--- src/rtl/floo_axis_vc_credit_ctrl.sv ---
// Per-VC credit flow control between the NoC/AXIS bridge and the serial link.
// Forwards beats only against remote credit; batches local FIFO pops into credit-return messages.
module floo_axis_vc_credit_ctrl #(
  parameter int unsigned NumCredits = 3,
  parameter int unsigned DataWidth  = 64,
  localparam int unsigned CntWidth  = $clog2(NumCredits + 1)
) (
  input  logic                  clk_i,
  input  logic                  rst_ni,
  input  logic                  in_valid_i,
  output logic                  in_ready_o,
  input  logic [DataWidth-1:0]  in_data_i,
  output logic                  out_valid_o,
  input  logic                  out_ready_i,
  output logic [DataWidth-1:0]  out_data_o,
  input  logic [1:0]            credit_rtn_i,
  input  logic [1:0]            consumed_i,
  output logic                  crd_valid_o,
  input  logic                  crd_ready_i,
  output logic                  crd_vc_o,
  output logic [CntWidth-1:0]   crd_count_o,
  output logic [2*CntWidth-1:0] credits_o,
  output logic                  overflow_o
);

  localparam int unsigned SumWidth = CntWidth + 1;
  localparam logic [SumWidth-1:0] MaxSum = SumWidth'(NumCredits);
  localparam logic [CntWidth-1:0] MaxCnt = CntWidth'(NumCredits);

  logic                 r_out_valid;
  logic [DataWidth-1:0] r_out_data;
  logic                 r_crd_valid;
  logic                 r_crd_vc;
  logic [CntWidth-1:0]  r_crd_count;
  logic                 r_rr;
  logic                 r_overflow;
  logic [CntWidth-1:0]  r_credit  [2];
  logic [CntWidth-1:0]  r_pending [2];

  logic                 w_vc;
  logic                 w_out_free;
  logic                 w_accept;
  logic                 w_crd_free;
  logic                 w_any_pend;
  logic                 w_crd_sel;
  logic                 w_crd_load;
  logic                 w_ovf_set;
  logic [SumWidth-1:0]  w_cred_sum [2];
  logic [SumWidth-1:0]  w_pend_sum [2];
  logic [CntWidth-1:0]  w_lat_amt  [2];
  logic [CntWidth-1:0]  w_credit_nxt  [2];
  logic [CntWidth-1:0]  w_pending_nxt [2];

  // Outgoing beat handshake: header bit selects the VC whose credit gates the beat
  assign w_vc       = in_data_i[DataWidth-1];
  assign w_out_free = !r_out_valid | out_ready_i;
  assign in_ready_o = w_out_free & (r_credit[w_vc] != '0);
  assign w_accept   = in_valid_i & in_ready_o;

  // Credit-return arbitration: single nonzero VC wins, otherwise round-robin
  assign w_crd_free = !r_crd_valid | crd_ready_i;
  assign w_any_pend = (r_pending[0] != '0) | (r_pending[1] != '0);
  assign w_crd_sel  = ((r_pending[0] != '0) && (r_pending[1] != '0)) ? r_rr
                                                                     : (r_pending[1] != '0);
  assign w_crd_load = w_crd_free & w_any_pend;

  // Saturating counter updates; any attempt to exceed the FIFO depth is flagged
  always_comb begin
    w_ovf_set = 1'b0;
    for (int v = 0; v < 2; v++) begin
      w_lat_amt[v]     = (w_crd_load && (w_crd_sel == 1'(v))) ? r_pending[v] : '0;
      w_cred_sum[v]    = SumWidth'(r_credit[v])
                       - SumWidth'(w_accept && (w_vc == 1'(v)))
                       + SumWidth'(credit_rtn_i[v]);
      w_pend_sum[v]    = SumWidth'(r_pending[v]) - SumWidth'(w_lat_amt[v])
                       + SumWidth'(consumed_i[v]);
      w_credit_nxt[v]  = CntWidth'(w_cred_sum[v]);
      w_pending_nxt[v] = CntWidth'(w_pend_sum[v]);
      if (w_cred_sum[v] > MaxSum) begin
        w_credit_nxt[v] = MaxCnt;
        w_ovf_set       = 1'b1;
      end
      if (w_pend_sum[v] > MaxSum) begin
        w_pending_nxt[v] = MaxCnt;
        w_ovf_set        = 1'b1;
      end
    end
  end

  always_ff @(posedge clk_i or negedge rst_ni) begin
    if (!rst_ni) begin
      r_out_valid <= 1'b0;
      r_out_data  <= '0;
      r_crd_valid <= 1'b0;
      r_crd_vc    <= 1'b0;
      r_crd_count <= '0;
      r_rr        <= 1'b0;
      r_overflow  <= 1'b0;
      for (int v = 0; v < 2; v++) begin
        r_credit[v]  <= MaxCnt;
        r_pending[v] <= '0;
      end
    end else begin
      if (w_accept) begin
        r_out_valid <= 1'b1;
        r_out_data  <= in_data_i;
      end else if (out_ready_i) begin
        r_out_valid <= 1'b0;
      end
      if (w_crd_load) begin
        r_crd_valid <= 1'b1;
        r_crd_vc    <= w_crd_sel;
        r_crd_count <= r_pending[w_crd_sel];
        r_rr        <= !w_crd_sel;
      end else if (w_crd_free) begin
        r_crd_valid <= 1'b0;
      end
      if (w_ovf_set) begin
        r_overflow <= 1'b1;
      end
      for (int v = 0; v < 2; v++) begin
        r_credit[v]  <= w_credit_nxt[v];
        r_pending[v] <= w_pending_nxt[v];
      end
    end
  end

  assign out_valid_o = r_out_valid;
  assign out_data_o  = r_out_data;
  assign crd_valid_o = r_crd_valid;
  assign crd_vc_o    = r_crd_vc;
  assign crd_count_o = r_crd_count;
  assign credits_o   = {r_credit[1], r_credit[0]};
  assign overflow_o  = r_overflow;

endmodule

--- config.mk ---
export PLATFORM = sky130hd
export DESIGN_NAME = floo_axis_vc_credit_ctrl
export DESIGN_NICKNAME = d
export VERILOG_FILES = /design/src/rtl/floo_axis_vc_credit_ctrl.sv
export SDC_FILE = /design/constraint.sdc
export NUM_CORES = 1
export LEC_CHECK = 0
export ABC_AREA = 1
export CAP_MARGIN = 20
export CORE_AREA = 3 3 87 109
export DETAILED_ROUTE_END_ITERATION = 8
export DIE_AREA = 0 0 90 112
export DONT_BUFFER_PORTS = 1
export PLACE_DENSITY = 0.61
export SLEW_MARGIN = 20
export SYNTH_ARGS = -nofsm -noshare
export SYNTH_HDL_FRONTEND = slang
export SYNTH_SLANG_ARGS = --single-unit
--- constraint.sdc ---
create_clock -name clk_i -period 3 [get_ports clk_i]
set_input_delay 0.3 -clock clk_i [delete_from_list [all_inputs] [get_ports clk_i]]
set_output_delay 0.3 -clock clk_i [all_outputs]
set_load 0.05 [all_outputs]
### Word level (Yosys, flattened, before mapping)

Index checks and enable logic that the tools add are counted.

| operators by class | value |
|---|---|
| add/sub/neg operators | 8 |
| $lt $le $gt $ge | 6 |
| muxes and demuxes | 21 |
| bitwise operators | 10 |
| reductions and logical operators | 13 |

Operators with widths:

| kind | count |
|---|---|
| 2-bit 2-to-1 mux | 12 |
| 3-bit by 1-bit adder with 3-bit output | 4 |
| 3-bit by 2-bit > comparator with 1-bit output, second input constant | 4 |
| 2-bit nonzero test | 5 |
| 1-bit 2-to-1 mux | 9 |
| 2-bit by 1-bit subtractor with 3-bit output | 2 |
| 2-bit by 2-bit subtractor with 3-bit output | 2 |
| 1-bit logical AND | 5 |
| 2-bit >= comparator, second input constant | 2 |
| 1-bit inverter with 2-bit output | 2 |
| 1-bit bitwise AND | 3 |
| 1-bit logical NOT | 3 |
| 1-bit bitwise OR | 3 |
| 1-bit inverter | 2 |

| storage, ports and cells | value |
|---|---|
| bits in registers | 79 |
| input port bits | 73 |
| output and inout bits | 75 |
| word-level logic and storage cells | 69 |

### Depth between registers and ports, before layout

| logic depth | value |
|---|---|
| word-level depth | 15 |
| mapped depth | 17 |

### Least setup slack after synthesis

No wires, ideal clock.

| timing | value |
|---|---|
| kind | reg2reg |
| start point | register r_credit (netlist bit credits_o[3]) |
| end point | register r_overflow (netlist: overflow_o) |
| library setup time | 0.119 ns |
| arrival | 2.773 ns |
| data required time | 2.881 ns |
| slack | 0.109 ns |
| stages on the path, launching flop included | 17 |
| buffers on the path | 1 |
| cell sequence | dfstp_2 -> nor2_1 -> nand2_1 -> o21ai_1 -> nor2_2 -> buf_2 -> nand3_1 -> inv_1 -> ha_1 -> inv_1 -> ha_1 -> inv_1 -> fa_1 -> xnor2_1 -> nand3b_1 -> nor2_1 -> nand2_1 |

| between the ends | value |
|---|---|
| word-level cells in the longest chain between the ends | 14 |

Ends and longest elaborated chain:

| what | RTL line | source |
|---|---|---|
| from (decl) | 37 | `logic [CntWidth-1:0] r_credit [2];` |
| from (signal, indexed assignment) | 100 | `r_credit[v] <= MaxCnt;` |
| from (signal, indexed assignment) | 122 | `r_credit[v] <= w_credit_nxt[v];` |
| 2-bit 2-to-1 mux (implied by the code) * (3 in a row) | 57 | `assign in_ready_o = w_out_free & (r_credit[w_vc] != '0);` |
| 2-bit nonzero test * | 57 |  |
| 1-bit bitwise AND * | 57 |  |
| via in_ready_o | 11 | `output logic in_ready_o,` |
| 1-bit bitwise AND * | 58 | `assign w_accept = in_valid_i & in_ready_o;` |
| 1-bit logical AND | 73 | `- SumWidth'(w_accept && (w_vc == 1'(v)))` |
| 2-bit by 1-bit subtractor with 3-bit output | 73 |  |
| 3-bit by 1-bit adder with 3-bit output | 74 | `+ SumWidth'(credit_rtn_i[v]);` |
| 3-bit by 2-bit > comparator with 1-bit output | 79 | `if (w_cred_sum[v] > MaxSum) begin` |
| 1-bit 2-to-1 mux | 79 |  |
| 1-bit 2-to-1 mux | 83 | `if (w_pend_sum[v] > MaxSum) begin` |
| 1-bit 2-to-1 mux * | 79 |  |
| 1-bit 2-to-1 mux * | 83 |  |
| to (signal assigned) | 98 | `r_overflow <= 1'b0;` |
| to (signal assigned) | 119 | `r_overflow <= 1'b1;` |
| to (decl) | 36 | `logic r_overflow;` |

The timed path passes the listed nets; every way through them passes the cells marked *. The select of a mux whose other input is x is not followed.
A chain may end at the register's enable or synchronous reset.

### Worst setup path in the final report

| timing | value |
|---|---|
| start point | register r_credit (netlist bit credits_o[3]) |
| end point | register r_overflow (netlist: overflow_o) |

| between the ends | value |
|---|---|
| word-level cells in the longest chain between the ends | 14 |

Ends and longest elaborated chain:

| what | RTL line |
|---|---|
| 2-bit 2-to-1 mux (implied by the code) (3 in a row) | 57 |
| 2-bit nonzero test | 57 |
| 1-bit bitwise AND | 57 |
| 1-bit bitwise AND | 58 |
| 1-bit logical AND | 73 |
| 2-bit by 1-bit subtractor with 3-bit output | 73 |
| 3-bit by 1-bit adder with 3-bit output | 74 |
| 3-bit by 2-bit > comparator with 1-bit output | 79 |
| 1-bit 2-to-1 mux | 79 |
| 1-bit 2-to-1 mux | 83 |
| 1-bit 2-to-1 mux * | 79 |
| 1-bit 2-to-1 mux * | 83 |

Mark *: on every way between the ends. The rest lies on a longest branch, timed or not. The select of a mux whose other input is x is not followed.

==> flow_summary.yaml <==
floorplan:
  io_pins: 148
  die_x_um: 90
  die_h_um: 112
  rows: 38
  start_util_pct: 39.0
  die_area_mm2: 0.0101
  core_region_area_mm2: 0.00865
placement:
  routabilityCongestion: 0.784
  dpl.hpwl_um: 4960
  place_ws_ns: 0.565
  port_buffers: 0
sta:
  max_freq_ghz: 0.411
  rsz0062_at_grt: "false"
  setup_viol: 0
  slew_viol_final: 0
  holdWs_ns: 0.0564
  fin_ws_ns: 0.567
  post-route-min-period_ns: 2.43
  hold_violations: 0
  post-route-period-util_pct: 81.1
  worst_pin_slew_ns: 0.648
  tns_ns: 0
  relSlewSlack_pct: 56.8
  skew_ns: 0.00891
clock_network:
  clockRootBuffer: "clkbuf_8"
  cts_tree: "yes"
  cts_buffers: 9
  insertion_delay_ns: 0.35
  clock-sinks: 79
  htree_levels: 3
  clk_pin_slew_ns: 0.08
  post_cts_resized: 0
  clock_path_buffers: 2
routing:
  wl_per_cell_um: 14.6
  drc: 0
  postRouteAntennaNets: 0
  firstDrtPassIters: 5
  dr.first_iter.drc_count: 98
  wl_um: 7310
  num_vias: 2463
  post_drt_via_cell_ratio: 4.91
setup_path:
  critPathArrivalTime_ns: 2.67
  reg2reg_to: "overflow_o"
  r2r_start: "credits_o[3]"
  startpoint_type: "register"
  cp-end-kind: "register"
  crit_path_end: "overflow_o"
  crit_required_ns: 3.24
  r2r_setup_slack_ns: 0.57
  path_class: "reg2reg"
  cp-startpoint: "credits_o[3]"
  ff2ff_path_depth: 15
  cp_max_fo: 4
finish:
  n_fill_cell: 892
  regArea_mm2: 0.00198
  multi_input_comb_area_mm2: 0.00120
  syn_to_final_growth_pct: 10.0
  drive_above_1_share_pct: 8.12
  antenna_cells: 0
  fin_nets: 460
global_routing:
  grt_max_degree: 80
  use_met3_pct: 3.65
  antenna_found_initial: 0
  top_usage_layer: "met2"
  use_met2_pct: 25.6
  grt_pass1_vias: 2410
  globalRouteTotalUtil_pct: 15.3
  gr-total-overflow: 0
  grt_pass1_wl_um: 12300
  use_met1_pct: 17.8
worst_hold_path:
  hold_start: "out_ready_i"
  hp-class: "in2reg"
power:
  power_uw: 4130
  vdd_drop_max_mv: 0.488
  p_leak_uw: 0.00197
  powerDensity_mw_per_mm2: 1110
outcome:
  status: "finished clean"
logic_synthesis:
  synth_cell_types: 22
  syn_area_mm2: 0.00338
  synth-seq-area-share_pct: 58.7
  synth.avg_cell_area_um2: 8.98
  ys_warn_count: 0
  yosys_register_bits: 79
  syn-instance-count: 376
job:
  cap_violations: 0
==> worst min-delay path by stage <==
stage                     slack, ns        endpoint  cells after the start
final                          0.06     out_valid_o                      1
after global routing           0.04     out_valid_o                      1
after CTS                      0.03     out_valid_o                      1
after detailed placement      0.005  out_data_o[19]                      0
after global placement        0.006  out_data_o[24]                      0
after floorplan               0.004  crd_count_o[0]                      0
==> registers in the layout, summed over array words and instances (netlist names) <==
name / count
out_data_o: 64
credits_o: 4
r_pending: 4
crd_count_o: 2
crd_valid_o: 1
crd_vc_o: 1
out_valid_o: 1
overflow_o: 1
r_rr: 1
==> worst max-delay path, stage by stage (launching register included) <==
cell,delay [ns]
dfstp_2,0.53
nor2_1,0.04
nand2_1,0.04
o21ai_1,0.09
nor2_4,0.12
nand2_2,0.07
nor2_1,0.09
ha_1,0.23
inv_1,0.05
ha_1,0.12
inv_1,0.04
fa_1,0.37
xnor2_1,0.25
nand3b_1,0.11
nor2_1,0.11
nand2_1,0.05
==> power by group <==
group	switching, uW	internal [uW]
combinational	562	297
sequential	1120	1370
clock	361	426
==> final cells by class <==
class | instances | area share, %
inverter | 22 | 2.22
clock inverter | 4 | 1.21
timing repair buffer | 10 | 2.63
sequential | 79 | 53.4
tap | 120 | 4.04
multi-input combinational | 255 | 32.4
clock buffer | 12 | 4.18
==> synthesized netlist by cell type <==
library cell	instances	share of area (%)
buf_2	10	1.5
clkbuf_1	6	0.67
dfstp_2	4	3.1
or2_1	1	0.19
o21ai_1	2	0.30
buf_6	3	1.0
ha_1	6	2.2
nor2_1	6	0.67
o211ai_1	1	0.22
nor2_2	1	0.19
nand3b_1	2	0.44
dfrtp_1	75	56
nand3_1	67	9.9
nor3_1	1	0.15
xnor2_1	2	0.52
inv_1	22	2.4
o21ai_0	3	0.44
or2_2	1	0.19
conb_1	1	0.11
buf_4	2	0.44
nand2_1	156	17
fa_1	4	2.4
==> repair_timing <==
action,in CTS,in global routing
hold buffers,2,0
endpoints found under the hold margin,79,0
buffers inserted,0,0
==> kinds of logic (layout without fill, tap and decap cells) <==
family                   count (synthesis)  after routing  synth area share [%]
adder cells (fa/ha/maj)                 10             10                  4.59
XOR/XNOR                                 2              2                 0.519
other                                    1              2                 0.111
AND/OR/NAND/NOR                        235            235                  29.1
AO/OA/AOI/OAI                            6              6                 0.963
flip-flops                              79             79                  58.7
buffers and inverters                   43             48                  6.04
==> placed cells by master (no fill, tap or decap), drive strengths merged <==
master       synthesis  layout
nand2              156     156
dfrtp               75      75
nand3               67      67
inv                 22      22
clkbuf               6      12
buf                 15       9
nor2                 7       7
ha                   6       6
o21ai                5       5
fa                   4       4
dfstp                4       4
clkinv               0       3
xnor2                2       2
nand3b               2       2
conb                 1       2
or2                  2       2
nor3                 1       1
o211ai               1       1
bufinv               0       1
dlygate4sd3          0       1
==> per-layer routing <==
metal / routed length, um / part of all wire (%)
met1: 2890 / 39
met2: 3750 / 51
met3: 510 / 7.0
met4: 170 / 2.3
met5: 0 / 0
==> stage by stage <==
stage               cells  instance area [um2]  util (%)
CTS                   502                 3710      42.9
detailed placement    484                 3480      40.2
global route          502                 3710      42.9
global placement      484                 3480      40.2
floorplan             377                 3380         -
finish                502                 3710      42.9
Power figures use the tool's default switching activity.
